## src/rtl/output_drain_axis_if.sv

```systemverilog
// output_drain_axis_if: AXI-Stream bundle carried from the
// output drain to the S2MM DMA.
interface output_drain_axis_if #(
    parameter int DW = 16
);
    logic [DW-1:0] tdata;
    logic          tvalid;
    logic          tready;
    logic          tlast;

    modport master (
        output tdata,
        output tvalid,
        output tlast,
        input  tready
    );

    modport slave (
        input  tdata,
        input  tvalid,
        input  tlast,
        output tready
    );
endinterface

```

## src/rtl/output_drain_axis.sv

```systemverilog
// output_drain_axis: drains the banked output BRAM array to an
// AXI-Stream master, address-major, with optional ReLU.
module output_drain_axis #(
    parameter int DW         = 16,
    parameter int NUM_BRAMS  = 16,
    parameter int ADDR_WIDTH = 9,
    parameter int DEPTH      = 512
) (
    input  logic                            clk,
    input  logic                            rst_n,
    input  logic                            start,
    input  logic [ADDR_WIDTH:0]             num_words,
    input  logic                            relu_en,
    output logic                            ext_read_mode,
    output logic [NUM_BRAMS*ADDR_WIDTH-1:0] ext_read_addr_flat,
    output logic [NUM_BRAMS-1:0]            ext_read_en,
    input  logic [NUM_BRAMS*DW-1:0]         bram_read_data_flat,
    output_drain_axis_if.master             m_axis,
    output logic                            busy,
    output logic                            done
);
    localparam int CW = ADDR_WIDTH + 1;
    localparam int BW = (NUM_BRAMS > 1) ? $clog2(NUM_BRAMS) : 1;
    localparam int LW = NUM_BRAMS * DW;

    typedef enum logic {IDLE, RUN} state_t;

    state_t state_q, state_d;

    logic [CW-1:0] n_q, rd_cnt_q, line_cnt_q;
    logic [BW-1:0] beat_q;
    logic [LW-1:0] line_q, pf_q;
    logic          relu_q, pend_q, line_full_q, pf_full_q, done_q;

    logic                  run, hs, line_end, tlast_w, final_hs;
    logic                  pf_move, line_free, issue;
    logic                  launch, zero_start;
    logic [CW-1:0]         n_clamp;
    logic [ADDR_WIDTH-1:0] addr;
    logic [DW-1:0]         word;

    assign n_clamp = (num_words > CW'(DEPTH)) ? CW'(DEPTH) : num_words;

    assign run      = (state_q == RUN);
    assign hs       = line_full_q & m_axis.tready;
    assign line_end = hs & (beat_q == BW'(NUM_BRAMS - 1));
    assign tlast_w  = line_full_q
                    & (beat_q == BW'(NUM_BRAMS - 1))
                    & (line_cnt_q == n_q - CW'(1));
    assign final_hs = hs & tlast_w;

    // A full prefetch line slides into the line buffer as the
    // last beat of the current line leaves, so tvalid never drops.
    assign pf_move   = line_end & pf_full_q;
    assign line_free = ~line_full_q | (line_end & ~pf_full_q);
    assign issue     = run & (rd_cnt_q < n_q) & ~pend_q
                     & (~pf_full_q | pf_move);

    assign addr = issue ? rd_cnt_q[ADDR_WIDTH-1:0]
                        : rd_cnt_q[ADDR_WIDTH-1:0] - ADDR_WIDTH'(1);

    assign ext_read_mode      = run;
    assign ext_read_en        = {NUM_BRAMS{issue}};
    assign ext_read_addr_flat = run ? {NUM_BRAMS{addr}} : '0;
    assign busy               = run;
    assign done               = done_q;

    assign word          = line_q[int'(beat_q) * DW +: DW];
    assign m_axis.tvalid = line_full_q;
    assign m_axis.tlast  = tlast_w;
    assign m_axis.tdata  = ~line_full_q ? '0
                         : (relu_q && word[DW-1]) ? '0 : word;

    // Next state and run-launch decode.
    always_comb begin
        state_d    = state_q;
        launch     = 1'b0;
        zero_start = 1'b0;
        unique case (state_q)
            IDLE: begin
                if (start) begin
                    if (n_clamp == '0) begin
                        zero_start = 1'b1;
                    end else begin
                        launch  = 1'b1;
                        state_d = RUN;
                    end
                end
            end
            RUN: begin
                if (final_hs) state_d = IDLE;
            end
            default: state_d = IDLE;
        endcase
    end

    // State register and one-cycle done pulse.
    always_ff @(posedge clk or negedge rst_n) begin
        if (!rst_n) begin
            state_q <= IDLE;
            done_q  <= 1'b0;
        end else begin
            state_q <= state_d;
            done_q  <= zero_start | (run & final_hs);
        end
    end

    // Read issue, capture, line transfer and beat sequencing.
    always_ff @(posedge clk or negedge rst_n) begin
        if (!rst_n) begin
            n_q         <= '0;
            relu_q      <= 1'b0;
            rd_cnt_q    <= '0;
            line_cnt_q  <= '0;
            beat_q      <= '0;
            pend_q      <= 1'b0;
            line_full_q <= 1'b0;
            pf_full_q   <= 1'b0;
            line_q      <= '0;
            pf_q        <= '0;
        end else if (launch | zero_start) begin
            n_q         <= n_clamp;
            relu_q      <= relu_en;
            rd_cnt_q    <= '0;
            line_cnt_q  <= '0;
            beat_q      <= '0;
            pend_q      <= 1'b0;
            line_full_q <= 1'b0;
            pf_full_q   <= 1'b0;
        end else begin
            pend_q <= issue;
            if (issue) rd_cnt_q <= rd_cnt_q + CW'(1);
            if (hs) begin
                beat_q <= line_end ? '0 : beat_q + BW'(1);
                if (line_end) line_cnt_q <= line_cnt_q + CW'(1);
            end
            if (pend_q && line_free) begin
                line_q      <= bram_read_data_flat;
                line_full_q <= 1'b1;
            end else if (pf_move) begin
                line_q    <= pf_q;
                pf_full_q <= 1'b0;
            end else if (line_end) begin
                line_full_q <= 1'b0;
            end
            if (pend_q && !line_free) begin
                pf_q      <= bram_read_data_flat;
                pf_full_q <= 1'b1;
            end
        end
    end
endmodule

```

## src/flat_wrapper.sv

```systemverilog
// flat-port wrapper written by rule: the top's interface ports become plain ports
module output_drain_axis_flat 
#(
    parameter int DW         = 16,
    parameter int NUM_BRAMS  = 16,
    parameter int ADDR_WIDTH = 9,
    parameter int DEPTH      = 512
)
  (clk, rst_n, start, num_words, relu_en, ext_read_mode, ext_read_addr_flat, ext_read_en, bram_read_data_flat, busy, done, m_axis_tdata, m_axis_tvalid, m_axis_tlast, m_axis_tready);
  output_drain_axis_if #(.DW(DW)) m_axis_i ();
  input  logic clk;
  input  logic rst_n;
  input  logic start;
  input  logic [ADDR_WIDTH:0] num_words;
  input  logic relu_en;
  output logic ext_read_mode;
  output logic [NUM_BRAMS*ADDR_WIDTH-1:0] ext_read_addr_flat;
  output logic [NUM_BRAMS-1:0] ext_read_en;
  input  logic [NUM_BRAMS*DW-1:0] bram_read_data_flat;
  output logic busy;
  output logic done;
  output wire logic [$bits(m_axis_i.tdata)-1:0] m_axis_tdata;
  output wire logic [$bits(m_axis_i.tvalid)-1:0] m_axis_tvalid;
  output wire logic [$bits(m_axis_i.tlast)-1:0] m_axis_tlast;
  input wire logic [$bits(m_axis_i.tready)-1:0] m_axis_tready;
  assign m_axis_tdata = m_axis_i.tdata;
  assign m_axis_tvalid = m_axis_i.tvalid;
  assign m_axis_tlast = m_axis_i.tlast;
  assign m_axis_i.tready = m_axis_tready;
  output_drain_axis #(.DW(DW), .NUM_BRAMS(NUM_BRAMS), .ADDR_WIDTH(ADDR_WIDTH), .DEPTH(DEPTH)) u_core (.clk(clk), .rst_n(rst_n), .start(start), .num_words(num_words), .relu_en(relu_en), .ext_read_mode(ext_read_mode), .ext_read_addr_flat(ext_read_addr_flat), .ext_read_en(ext_read_en), .bram_read_data_flat(bram_read_data_flat), .m_axis(m_axis_i), .busy(busy), .done(done));
endmodule
```

## config.mk

```make
export PLATFORM = sky130hd
export DESIGN_NAME = output_drain_axis_flat
export DESIGN_NICKNAME = d
export VERILOG_FILES = /design/src/rtl/output_drain_axis_if.sv /design/src/rtl/output_drain_axis.sv /design/src/flat_wrapper.sv
export SDC_FILE = /design/constraint.sdc
export NUM_CORES = 1
export LEC_CHECK = 0
export ABC_AREA = 0
export BUFFER_PORTS_ARGS = -buffer_cell sky130_fd_sc_hd__buf_2
export CORE_MARGIN = 4
export CORE_UTILIZATION = 45
export CTS_BUF_LIST = sky130_fd_sc_hd__clkbuf_4 sky130_fd_sc_hd__clkbuf_8
export DETAILED_ROUTE_END_ITERATION = 7
export PLACE_DENSITY = 0.66
export SLEW_MARGIN = 20
export SYNTH_ARGS = -nofsm -noshare
export SYNTH_HDL_FRONTEND = slang
export SYNTH_SLANG_ARGS = --single-unit
export TNS_END_PERCENT = 50
```

## constraint.sdc

```tcl
create_clock -name clk -period 4 [get_ports clk]
set_input_delay 0.4 -clock clk [delete_from_list [all_inputs] [get_ports clk]]
set_output_delay 0.4 -clock clk [all_outputs]
set_load 0.005 [all_outputs]
```

# Word level (Yosys, flattened, before mapping)
# Index checks and enable logic that the tools add are counted.
[word_totals]
regBits = 552
wordCells = 92
output_inout_bits = 181
inputBits = 271
[classes]
eq_ne = 4
addsub = 5
n_reduce_logical = 16
n_bitwise = 20
magnitude_cmp = 2
n_mux = 32
shifts = 1
[ops]
columns = ["op", "n"]
rows = [
  ["$mux W256", 2],
  ["$shiftx A256 B9 Y16", 1],
  ["$mux W144", 1],
  ["$mux W10", 6],
  ["$mux W16", 2],
  ["$add A10 B1 Y10 const B", 2],
  ["$mux W1", 16],
  ["$mux W4", 3],
  ["$and A1 B1 Y1", 11],
  ["$eq A10 B10 Y1", 1],
  ["$gt A10 B10 Y1 const B", 1],
  ["$logic_not A10 Y1", 1],
  ["$lt A10 B10 Y1", 1],
  ["$reduce_and A2 Y1", 5],
  ["$sub A10 B1 Y10 const B", 1],
  ["$mux W9", 1],
  ["$sub A9 B1 Y9 const B", 1],
  ["$reduce_bool A2 Y1", 4],
  ["$reduce_bool A3 Y1", 2],
  ["$not A1 Y1", 5],
  ["$add A4 B1 Y4 const B", 1],
  ["$eq A4 B4 Y1 const B", 1],
  ["$or A1 B1 Y1", 4],
  ["$logic_and A1 B1 Y1", 3],
  ["other kinds (4)", 4],
]

# Longest topological paths before layout
# Gate-level depths: netlist (run 1).
[logic_depth]
depth_word = 9
depth_mapped = 10
mapped_depth_nobuf = 8

# Worst setup path after synthesis (run 1)
# OpenSTA, ideal clock, no wires.
[synth_path]
path_kind = "register -> output"
from = "reg u_core.n_q[3]"
to = "out ext_read_addr_flat[100]"
arrival_time_ns = 3.051
required_time_ns = 3.600
path_stages_with_launch = 11
path_slack_ns = 0.549
path_buffers = 2
cell_sequence = "dfrtp_1 -> inv_1 -> ha_1 -> a21o_1 -> a21oi_1 -> o221a_2 -> clkbuf_1 -> o21ai_2 -> inv_2 -> o31ai_1 -> buf_4"
[synth_via]
elab_chain_cells = 6
[synth_lines]
columns = ["item", "line", "source"]
rows = [
  ["start, declared", "output_drain_axis.sv:30", "logic [CW-1:0] n_q, rd_cnt_q, line_cnt_q;"],
  ["start signal, assigned", "output_drain_axis.sv:122", "n_q <= n_clamp;"],
  ["$lt A10 B10 Y1", "output_drain_axis.sv:56", "assign issue = run & (rd_cnt_q < n_q) & ~pend_q"],
  ["$and A1 B1 Y1 (2 in a row)", "output_drain_axis.sv:56", ""],
  ["$and A1 B1 Y1", "output_drain_axis.sv:57", "& (~pf_full_q | pf_move);"],
  ["net u_core.issue", "output_drain_axis.sv:36", "logic pf_move, line_free, issue;"],
  ["$mux W9", "output_drain_axis.sv:59", "assign addr = issue ? rd_cnt_q[ADDR_WIDTH-1:0]"],
  ["$mux W144", "output_drain_axis.sv:64", "assign ext_read_addr_flat = run ? {NUM_BRAMS{addr}} : '0;"],
  ["end, declared", "flat_wrapper.sv:17", "output logic [NUM_BRAMS*ADDR_WIDTH-1:0] ext_read_addr_flat;"],
]
# The timed path passes the listed nets, and every way through them passes these cells.

# Final worst setup path (run 1)
[layout_path]
from = "reg u_core.beat_q[1]"
to = "out m_axis_tdata[6]"
[layout_via]
elab_chain_cells = 4
[layout_lines]
columns = ["item", "line", "source"]
rows = [
  ["start, declared", "output_drain_axis.sv:31", "logic [BW-1:0] beat_q;"],
  ["start signal, assigned", "output_drain_axis.sv:134", "beat_q <= line_end ? '0 : beat_q + BW'(1);"],
  ["$shiftx A256 B9 Y16 (*)", "output_drain_axis.sv:68", "assign word = line_q[int'(beat_q) * DW +: DW];"],
  ["$logic_and A1 B1 Y1", "output_drain_axis.sv:72", ": (relu_q && word[DW-1]) ? '0 : word;"],
  ["$mux W16 (*)", "output_drain_axis.sv:72", ""],
  ["$mux W16 (*)", "output_drain_axis.sv:71", "assign m_axis.tdata = ~line_full_q ? '0"],
  ["end, declared", "flat_wrapper.sv:22", "output wire logic [$bits(m_axis_i.tdata)-1:0] m_axis_tdata;"],
]
# Every way passes the cells marked *; elsewhere a longest branch is shown, timed or not.

==> results.toml, run 1 <==
[clocking]
postCtsSetupBuffers = 0
cts_tree = "built"
path_clk_slew_ns = 0.05
cts_htree_levels = 3
cts_inserted_buffers = 97
root_buffer = "clkbuf_8"
clock_path_buffers = 3
clk_latency_ns = 0.69
clock_sinks = 552

[timing]
slew_violations = 0
fin_worst_skew_ns = 0.03477
finalHoldViolations = 0
final.setup.worst_slack_ns = 0.01827
post-route-period-util_pct = 99.54
fin_crit_ns = 3.982
rsz0062_at_grt = "true"
worstMarginPinSlew_ns = 0.9240
finalSetupViolCount = 0
max_freq_ghz = 0.2511
slew_headroom_pct = 38.40

[global_routing]
track_usage_pct = 22.93
grt_pass1_wl_um = 119200
grt_pass1_vias = 19840
grt_overflow = 0
grt_max_degree = 104
antenna_found_initial = 14

[critical_path]
crit_type = "reg -> out"
end_kind = "primary output"
critPathMaxStageDelay_ns = 0.56
start_kind = "flop"
crit_chain = "buf_4 -> buf_6 -> mux4_2 -> mux2i_1 -> mux2_2 -> o21ai_1 -> buf_4 -> a211oi_1 -> buf_2"
crit_family = "buffers and inverters"
crit_slowest_cell = "a211oi_1"
cpMostUsedCell = "buf_4"
critPathBufInv = 4
cp_data_arrival_time_ns = 3.58
cp.required_ns = 3.60
cp_max_fo = 25

[logic_synthesis]
synth-xor-area-share_pct = 0.5861
synthAdderAreaFrac_pct = 0.6170
synth_top_area_share_pct = 48.65
yosys.area_share.simple_pct = 3.041
ys_warn_count = 0
yosys.area.top_type = "dfrtp_1"
syn-num-nets = 2321
ys_ff_latch = 552
syn_area_um2 = 28390
ys.flop_type = "dfrtp_1"
syn_inst = 2036
muxShareOfSynthArea_pct = 36.51
synth_area_leaders = "dfrtp_1 49%, mux2_1 19%, mux2_2 11%"
synth_compound_area_share_pct = 2.798
synth_edf_count = 0
synth_async_sr_flop_share_pct = 100.0
yosys.cell_types.count = 63
synth_commonest_cells = "552 x dfrtp_1, 487 x mux2_1, 283 x mux2_2"
synth_most_common_cell = "dfrtp_1"
synth.avg_cell_area_um2 = 13.95
synth_top_family_by_area = "multiplexers"
ys_seq_area_share_pct = 48.65

[power_and_ir_drop]
power_leakage_nw = 15.78
power_density_nw_per_um2 = 734.0
p_total_mw = 25.80
max-vdd-ir-drop_mv = 0.3403

[layout]
regArea_um2 = 13820
area_delta_synth_final_pct = 23.81
drive_gt1_share_pct = 38.61
final_nets = 2915
fillers = 5008
multi_input_area_um2 = 12490

[die]
rows = 91
die_h_um = 259.2
io-pin-count = 452
fp.coreArea_um2 = 62050
dieArea_um2 = 67180
start_util_pct = 45.75
fp.dieW_um = 259.2

[route]
vias_per_cell = 5.292
final_antenna_net_count = 0
drc = 0
drt_iter0_markers = 1049
wirelength_um = 78060
via_count = 18770
wl_per_cell_um = 22.01
dr.pass1.iters = 5

[place]
dp_hpwl_um = 54600
gp_congestion = 0.8341
portBuffers = 451
dp_slack_ns = 0.6020

[worst_hold_path]
worstHoldPathType = "in -> reg"

[status]
outcome = "finished, final reports clean"

[flow_run]
maxCapViolCount = 0
final cells by class:
cell class	count	area share [%]
Inverter	22	0.2349
Timing Repair Buffer	771	15.96
Clock buffer	153	5.350
Antenna cell	14	0.09967
Clock inverter	12	0.5268
Tap cell	837	2.979
Sequential cell	552	39.31
Multi-Input combinational cell	1186	35.54
report_power, final:
| group | switching, mW | internal (mW) | total (mW) | leakage, nW |
|---|---|---|---|---|
| clock | 2.34 | 3.23 | 5.57 | 1.09 |
| combinational | 4.89 | 5.49 | 10.4 | 7.97 |
| sequential | 1.64 | 8.22 | 9.86 | 6.71 |
worst paths after layout:
path / start / endpoint / slack, ns / cells past startpoint
worst max-delay path: u_core.beat_q[1] / m_axis_tdata[6] / 0.02 / 9
worst min-delay path: num_words[9] / u_core.n_q[9] / 0.12 / 3
worst max register to register: u_core.beat_q[0] / u_core.line_q[245] / 1.02 / 8
worst min register to register: u_core.pf_q[152] / u_core.pf_q[152] / 0.48 / 1
max in group asynchronous: rst_n / u_core.rd_cnt_q[9] / 2.59 / 3
min in group asynchronous: rst_n / u_core.pf_q[38] / 0.36 / 2
worst min-delay path: cells and delay by family:
kind | cells | cell delay [ns]
and+or+nand+nor | 1 | 0.09
AOI/OAI and AO/OA | 1 | 0.09
buffers and inverters | 1 | 0.15
per-stage QoR:
step | instances | cell area [µm²] | setup TNS (ns) | util, % | hold WS [ns]
6_report | 3547 | 35150 | 0 | 56.65 | 0.1166
5_1_grt | 3539 | 35130 | -0.2253 | 56.61 | 0.1033
4_1_cts | 3531 | 35050 | -0.03416 | 56.48 | 0.04256
3_5_place_dp | 3098 | 30260 | 0 | 48.76 | 0.4690
3_3_place_gp | 3098 | 30260 | 0 | 48.76 | 0.4625
2_1_floorplan | 2036 | 28390 | 0 | - | 0.1044
sequential cells by signal, indices dropped and copies added, names as in the netlist, 4 cells and up:
| signal | cells |
|---|---|
| u_core.rd_cnt_q | 10 |
| u_core.line_cnt_q | 10 |
| u_core.beat_q | 4 |
| u_core.line_q | 256 |
| u_core.pf_q | 256 |
| u_core.n_q | 10 |
cell families (layout without fill, tap and decap cells):
group / after synthesis / in the layout
multiplexers: 878 / 880
flip-flops: 552 / 552
buffers and inverters: 300 / 958
AND/OR/NAND/NOR: 167 / 167
AO/OA/AOI/OAI: 106 / 106
XOR/XNOR: 19 / 19
adder cells (fa/ha/maj): 14 / 14
other: 0 / 14
per-layer routing:
layer  track usage [%]  vias up  wire length (µm)
met5                 0        -                36
met4             6.611        6              1721
met3             5.112      109              4759
met2             37.12      514             37190
met1             31.27     9665             34350
li1                  -     8477                 -
what timing repair did:
action	in CTS	in global routing
cloned	0	2
endpoints found under the setup margin	73	87
resized for setup	9	7
hold buffers	268	0
hold endpoints to repair	361	0
pin swaps	0	1
placed cells by master, fill, tap and decap left out, types with 9 or more instances in the layout:
master / netlist / final
o221ai_1: 21 / 21
o21ai_0: 16 / 16
buf_2: 6 / 450
nand3b_1: 10 / 10
mux2_1: 487 / 487
mux2_2: 283 / 283
dlygate4sd3_1: 0 / 268
mux2i_1: 59 / 53
nand4_1: 15 / 15
nor3_1: 9 / 9
nand2_1: 57 / 57
nor2_1: 23 / 23
xnor2_1: 9 / 9
clkbuf_8: 0 / 117
buf_4: 200 / 29
xor2_1: 10 / 10
diode_2: 0 / 14
inv_1: 20 / 20
clkbuf_4: 0 / 36
o22ai_1: 15 / 15
dfrtp_1: 552 / 550
buf_12: 0 / 21
ha_1: 14 / 14
a211oi_1: 13 / 9
mux4_2: 49 / 49
nand3_1: 11 / 11
a21oi_1: 10 / 10
Note: power is estimated with default switching activity, not from simulation.
==> inputs of run 2 (changes only) <==
--- a/config.mk
+++ b/config.mk
@@ -6,7 +6,7 @@
 export NUM_CORES = 1
 export LEC_CHECK = 0
 export ABC_AREA = 0
-export BUFFER_PORTS_ARGS = -buffer_cell sky130_fd_sc_hd__buf_2
+export BUFFER_PORTS_ARGS = -buffer_cell sky130_fd_sc_hd__buf_4
 export CORE_MARGIN = 4
 export CORE_UTILIZATION = 45
 export CTS_BUF_LIST = sky130_fd_sc_hd__clkbuf_4 sky130_fd_sc_hd__clkbuf_8
==> run 2 against run 1 <==
Effect of this change: register-to-register slack improved by 0.06 ns; first-iteration DRC count down 5.6%; count of clock-buffer cells in the layout rose by 4; critical path type unchanged; global-route usage grew 0.25 points; sequential power about the same.
==> results.toml, run 2 (synthesis results as in run 1) <==
[timing]
rsz0062_at_grt = "false"
slew_violations = 0
finalSetupViolCount = 0
tns_ns = 0
worstMarginPinSlew_ns = 0.9789
post-route-period-util_pct = 98.25
slew_headroom_pct = 34.74
fin_worst_skew_ns = 0.03147
max_freq_ghz = 0.2545
fin_crit_ns = 3.930
final.setup.worst_slack_ns = 0.07019
finalHoldViolations = 0

[critical_path]
cp.required_ns = 3.60
cpMostUsedCell = "buf_4"
crit_chain = "buf_4 -> mux4_2 -> mux2i_1 -> mux2_2 -> o21ai_1 -> buf_4 -> a211oi_1 -> buf_4"
critPathMaxStageDelay_ns = 0.60
cp_max_fo = 24
end_kind = "primary output"
crit_type = "reg -> out"
start_kind = "flop"
cp_data_arrival_time_ns = 3.53
crit_slowest_cell = "dfrtp_4"

[route]
dr.pass1.iters = 5
drc = 0
drt_iter0_markers = 990
wirelength_um = 79340
via_count = 18760
vias_per_cell = 5.274
final_antenna_net_count = 0
wl_per_cell_um = 22.30

[power_and_ir_drop]
power_leakage_nw = 16.19
power_density_nw_per_um2 = 736.7
p_total_mw = 26.74
max-vdd-ir-drop_mv = 0.3966

[worst_hold_path]
worstHoldPathType = "in -> reg"

[global_routing]
track_usage_pct = 23.19
grt_pass1_vias = 19820
grt_overflow = 0
grt_pass1_wl_um = 120000
antenna_found_initial = 18
grt_max_degree = 139

[place]
dp_hpwl_um = 55140
gp_congestion = 0.8306
portBuffers = 451
dp_slack_ns = 0.6330

[die]
io-pin-count = 452
dieArea_um2 = 67180
fp.dieW_um = 259.2
start_util_pct = 45.75
fp.coreArea_um2 = 62050
rows = 91
die_h_um = 259.2

[layout]
top_regs = "u_core.line_q (256), u_core.pf_q (256)"
drive_gt1_share_pct = 38.35
fin_util_pct = 58.48
area_delta_synth_final_pct = 27.82
mostFrequentLayoutCells = "550 x dfrtp_1, 487 x mux2_1, 482 x buf_4, 283 x mux2_2, 269 x dlygate4sd3_1"
final_nets = 2913
layout_commonest_cell = "dfrtp_1"

[clocking]
clk_latency_ns = 0.69
cts_htree_levels = 3
cts_inserted_buffers = 97
path_clk_slew_ns = 0.06
clock_sinks = 552
clock_path_buffers = 3
root_buffer = "clkbuf_8"
cts_tree = "built"

[status]
outcome = "finished, final reports clean"

[flow_run]
maxCapViolCount = 0
-- run 2: changes by cell type in the layout (fill, tap and decap cells not counted), sizes merged --
cell | previous run | this run
clkinv | 2 | 11
diode | 14 | 16
dlygate4sd3 | 268 | 269
mux2i | 61 | 59
clkinvlp | 2 | 1
inv | 26 | 24
clkbuf | 153 | 157
buf | 503 | 502
-- run 2: layout make-up --
class	count	area, µm²
antenna	16	40.04
clock buffer	157	1992
clock inverter	18	211.5
fill	4916	25760
inverter	22	82.58
multi-input combinational	1184	12390
sequential	552	13820
tap	837	1047
timing repair buffer	771	6706
-- run 2: power by group --
group	internal [mW]	switching, mW
sequential	8.22	1.66
clock	3.41	2.41
combinational	6.11	4.93
-- run 2: per-layer routing --
layer  part of all wire (%)  track usage, %  routed length (µm)
met1                     44           31.28               35240
met2                     47           37.73               37520
met4                    2.9           7.615                2333
met5                  0.061               0                  48
met3                    5.3           4.809                4189
-- run 2: what timing repair did --
item | 4_1_cts | 5_1_grt
resized for setup | 1 | 0
hold buffers | 269 | 0
buffers inserted | 4 | 0
setup endpoints to repair | 32 | 0
hold endpoints to repair | 353 | 0
-- run 2: final timing paths --
check | from | end | slack, ns | cells after the start
hold / removal | m_axis_tready | u_core.beat_q[1] | 0.24 | 4
setup / recovery | u_core.beat_q[1] | m_axis_tdata[12] | 0.07 | 8
max in group asynchronous | rst_n | u_core.line_q[185] | 2.61 | 3
setup reg to reg | u_core.beat_q[1] | u_core.line_q[15] | 1.08 | 7
min in group asynchronous | rst_n | u_core.pf_q[38] | 0.35 | 2
hold reg to reg | u_core.pf_q[36] | u_core.pf_q[36] | 0.48 | 1
-- run 2: metrics by stage --
step	hold WS, ns	cell area [µm²]	instances
after detailed placement	0.4708	31320	3093
final	0.2407	36290	3557
after CTS	0.1630	36250	3541
after floorplan	0.1044	28390	2036
after global routing	0.2099	36280	3551
after global placement	0.4626	31320	3093
-- run 2: critical path, delay by kind of cell (launching register included) --
kind | cells | cell delay [ns]
AOI/OAI and AO/OA | 2 | 0.60
buffers and inverters | 3 | 0.87
DFF | 1 | 0.60
muxes | 3 | 0.77
==> inputs of run 3 (changes only) <==
--- a/config.mk
+++ b/config.mk
@@ -8,10 +8,9 @@
 export ABC_AREA = 0
 export BUFFER_PORTS_ARGS = -buffer_cell sky130_fd_sc_hd__buf_4
 export CORE_MARGIN = 4
-export CORE_UTILIZATION = 45
+export CORE_UTILIZATION = 40
 export CTS_BUF_LIST = sky130_fd_sc_hd__clkbuf_4 sky130_fd_sc_hd__clkbuf_8
 export DETAILED_ROUTE_END_ITERATION = 7
-export PLACE_DENSITY = 0.66
 export SLEW_MARGIN = 20
 export SYNTH_ARGS = -nofsm -noshare
 export SYNTH_HDL_FRONTEND = slang
==> run 3 against run 2 <==
Effect of this change: cell count rose by 2.2%; utilization fell by 7.0 points; highest routed layer unchanged; critical path type unchanged; critical path depth rose by 1; hold slack got worse by 0.17 ns; count of clock-buffer cells in the layout fell by 3; worst setup slack improved by 0.099 ns; flip-flop and latch count did not move; largest cell class unchanged; sequential share of layout area rose by 0.19 points; power fell by 2.1%.
==> results.toml, run 3 (synthesis results as in run 1) <==
[status]
outcome = "finished, final reports clean"

[timing]
finalHoldViolations = 0
hold_ws_ns = 0.07056
max_freq_ghz = 0.2610
slew_violations = 0
post-route-period-util_pct = 95.78
tns_ns = 0
finalSetupViolCount = 0
fin_worst_skew_ns = 0.03488
slew_headroom_pct = 31.22
rsz0062_at_grt = "false"
fin_crit_ns = 3.831
worstMarginPinSlew_ns = 1.032

[global_routing]
antenna_found_initial = 20
grt_overflow = 0
grt_pass1_vias = 19420
grt_pass1_wl_um = 118200
track_usage_pct = 20.45
grt_max_degree = 156

[critical_path]
end_kind = "primary output"
rrSetupSlack_ns = 1.04
r2r_cells = 7
start_kind = "flop"
endpoint = "m_axis_tdata[0]"
r2r_start = "u_core.beat_q[0]"
crit_type = "reg -> out"
cp_max_fo = 27
crit_start = "u_core.beat_q[1]"
cp_data_arrival_time_ns = 3.43
r2r_end = "u_core.line_q[128]"
cp.required_ns = 3.60

[die]
fp.coreArea_um2 = 70150
die_h_um = 274.4
start_util_pct = 40.47
io-pin-count = 452
rows = 97
dieArea_um2 = 75310
fp.dieW_um = 274.4

[place]
portBuffers = 451
gp_congestion = 0.8255
dp_hpwl_um = 54410

[layout]
drive_gt1_share_pct = 37.97
mostFrequentLayoutCells = "550 x dfrtp_1, 487 x mux2_1, 478 x buf_4, 283 x mux2_2, 268 x dlygate4sd3_1"
layout_commonest_cell = "dfrtp_1"
area_delta_synth_final_pct = 27.15
fillers = 5958
final_nets = 2906
top_regs = "u_core.line_q (256), u_core.pf_q (256)"

[route]
final_antenna_net_count = 0
wl_per_cell_um = 21.67
wirelength_um = 78790
via_count = 18440
vias_per_cell = 5.074
drt_iter0_markers = 799
dr.pass1.iters = 5
drc = 0

[flow_run]
maxCapViolCount = 0

[power_and_ir_drop]
power_leakage_nw = 16.04
max-vdd-ir-drop_mv = 0.5033
power_density_nw_per_um2 = 725.1
p_total_mw = 26.18

[clocking]
cts_htree_levels = 3
cts_tree = "built"
path_clk_slew_ns = 0.06
clock_path_buffers = 3
cts_inserted_buffers = 98
root_buffer = "clkbuf_8"
clk_latency_ns = 0.70
clock_sinks = 552

[worst_hold_path]
worstHoldPathType = "in -> reg"
-- run 3: area by class of cell --
cell class / instances / area, µm² / area share [%]
Inverter: 22 / 82.58 / 0.2287
Tap cell: 940 / 1176 / 3.258
Timing Repair Buffer: 763 / 6598 / 18.28
Multi-Input combinational cell: 1184 / 12390 / 34.32
Sequential cell: 552 / 13820 / 38.28
Antenna cell: 9 / 22.52 / 0.06239
Clock inverter: 11 / 93.84 / 0.2599
Clock buffer: 154 / 1919 / 5.317
-- run 3: worst min path at each step --
| stage | start | to | cells past startpoint |
|---|---|---|---|
| 2_1_floorplan | rst_n | u_core.beat_q[0] | 0 |
| 3_3_place_gp | u_core.pf_q[9] | u_core.pf_q[9] | 1 |
| 3_5_place_dp | u_core.pf_q[5] | u_core.pf_q[5] | 1 |
| 4_1_cts | num_words[7] | u_core.n_q[7] | 3 |
| 5_1_grt | num_words[7] | u_core.n_q[7] | 3 |
| 6_report | num_words[7] | u_core.n_q[7] | 3 |
-- run 3: critical path: stages, from the launching register on --
cell and delay, ns:
dfrtp_2 0.35, buf_4 0.40, buf_6 0.41, mux4_2 0.35, mux2i_1 0.17, mux2_2 0.24
o21ai_1 0.07, buf_4 0.22, a211oi_1 0.32, buf_4 0.19
-- run 3: what timing repair did --
item                                    4_1_cts  5_1_grt
hold buffers                                268        0
hold endpoints to repair                    377        0
endpoints found under the setup margin        1       16
pin swaps                                     0        1
resized for setup                             1        0
buffers inserted                              0        3
-- run 3: report_power, final --
| group | total (mW) | internal [mW] | switching [mW] |
|---|---|---|---|
| logic | 11.2 | 6.06 | 5.12 |
| clock network | 5.38 | 3.03 | 2.35 |
| registers | 9.62 | 8.22 | 1.40 |
| total | 26.2 | 17.3 | 8.87 |
-- run 3: per-layer routing --
metal,vias to the layer above,wire (µm),track usage [%]
met5,-,107,0
met4,16,1319,4.632
met3,109,4356,4.856
met2,428,37400,33.13
met1,9469,35600,28.00
li1,8422,-,-
-- run 3: per-stage QoR --
stage	area (µm²)	util, %	instances	worst slack, ns
3_5_place_dp	31360	44.70	3190	0.7678
6_report	36100	51.46	3635	0.1689
4_1_cts	36060	51.40	3623	0.09171
5_1_grt	36090	51.45	3631	0.003644
3_3_place_gp	31360	44.70	3190	0.8001
2_1_floorplan	28390	-	2036	0.5494
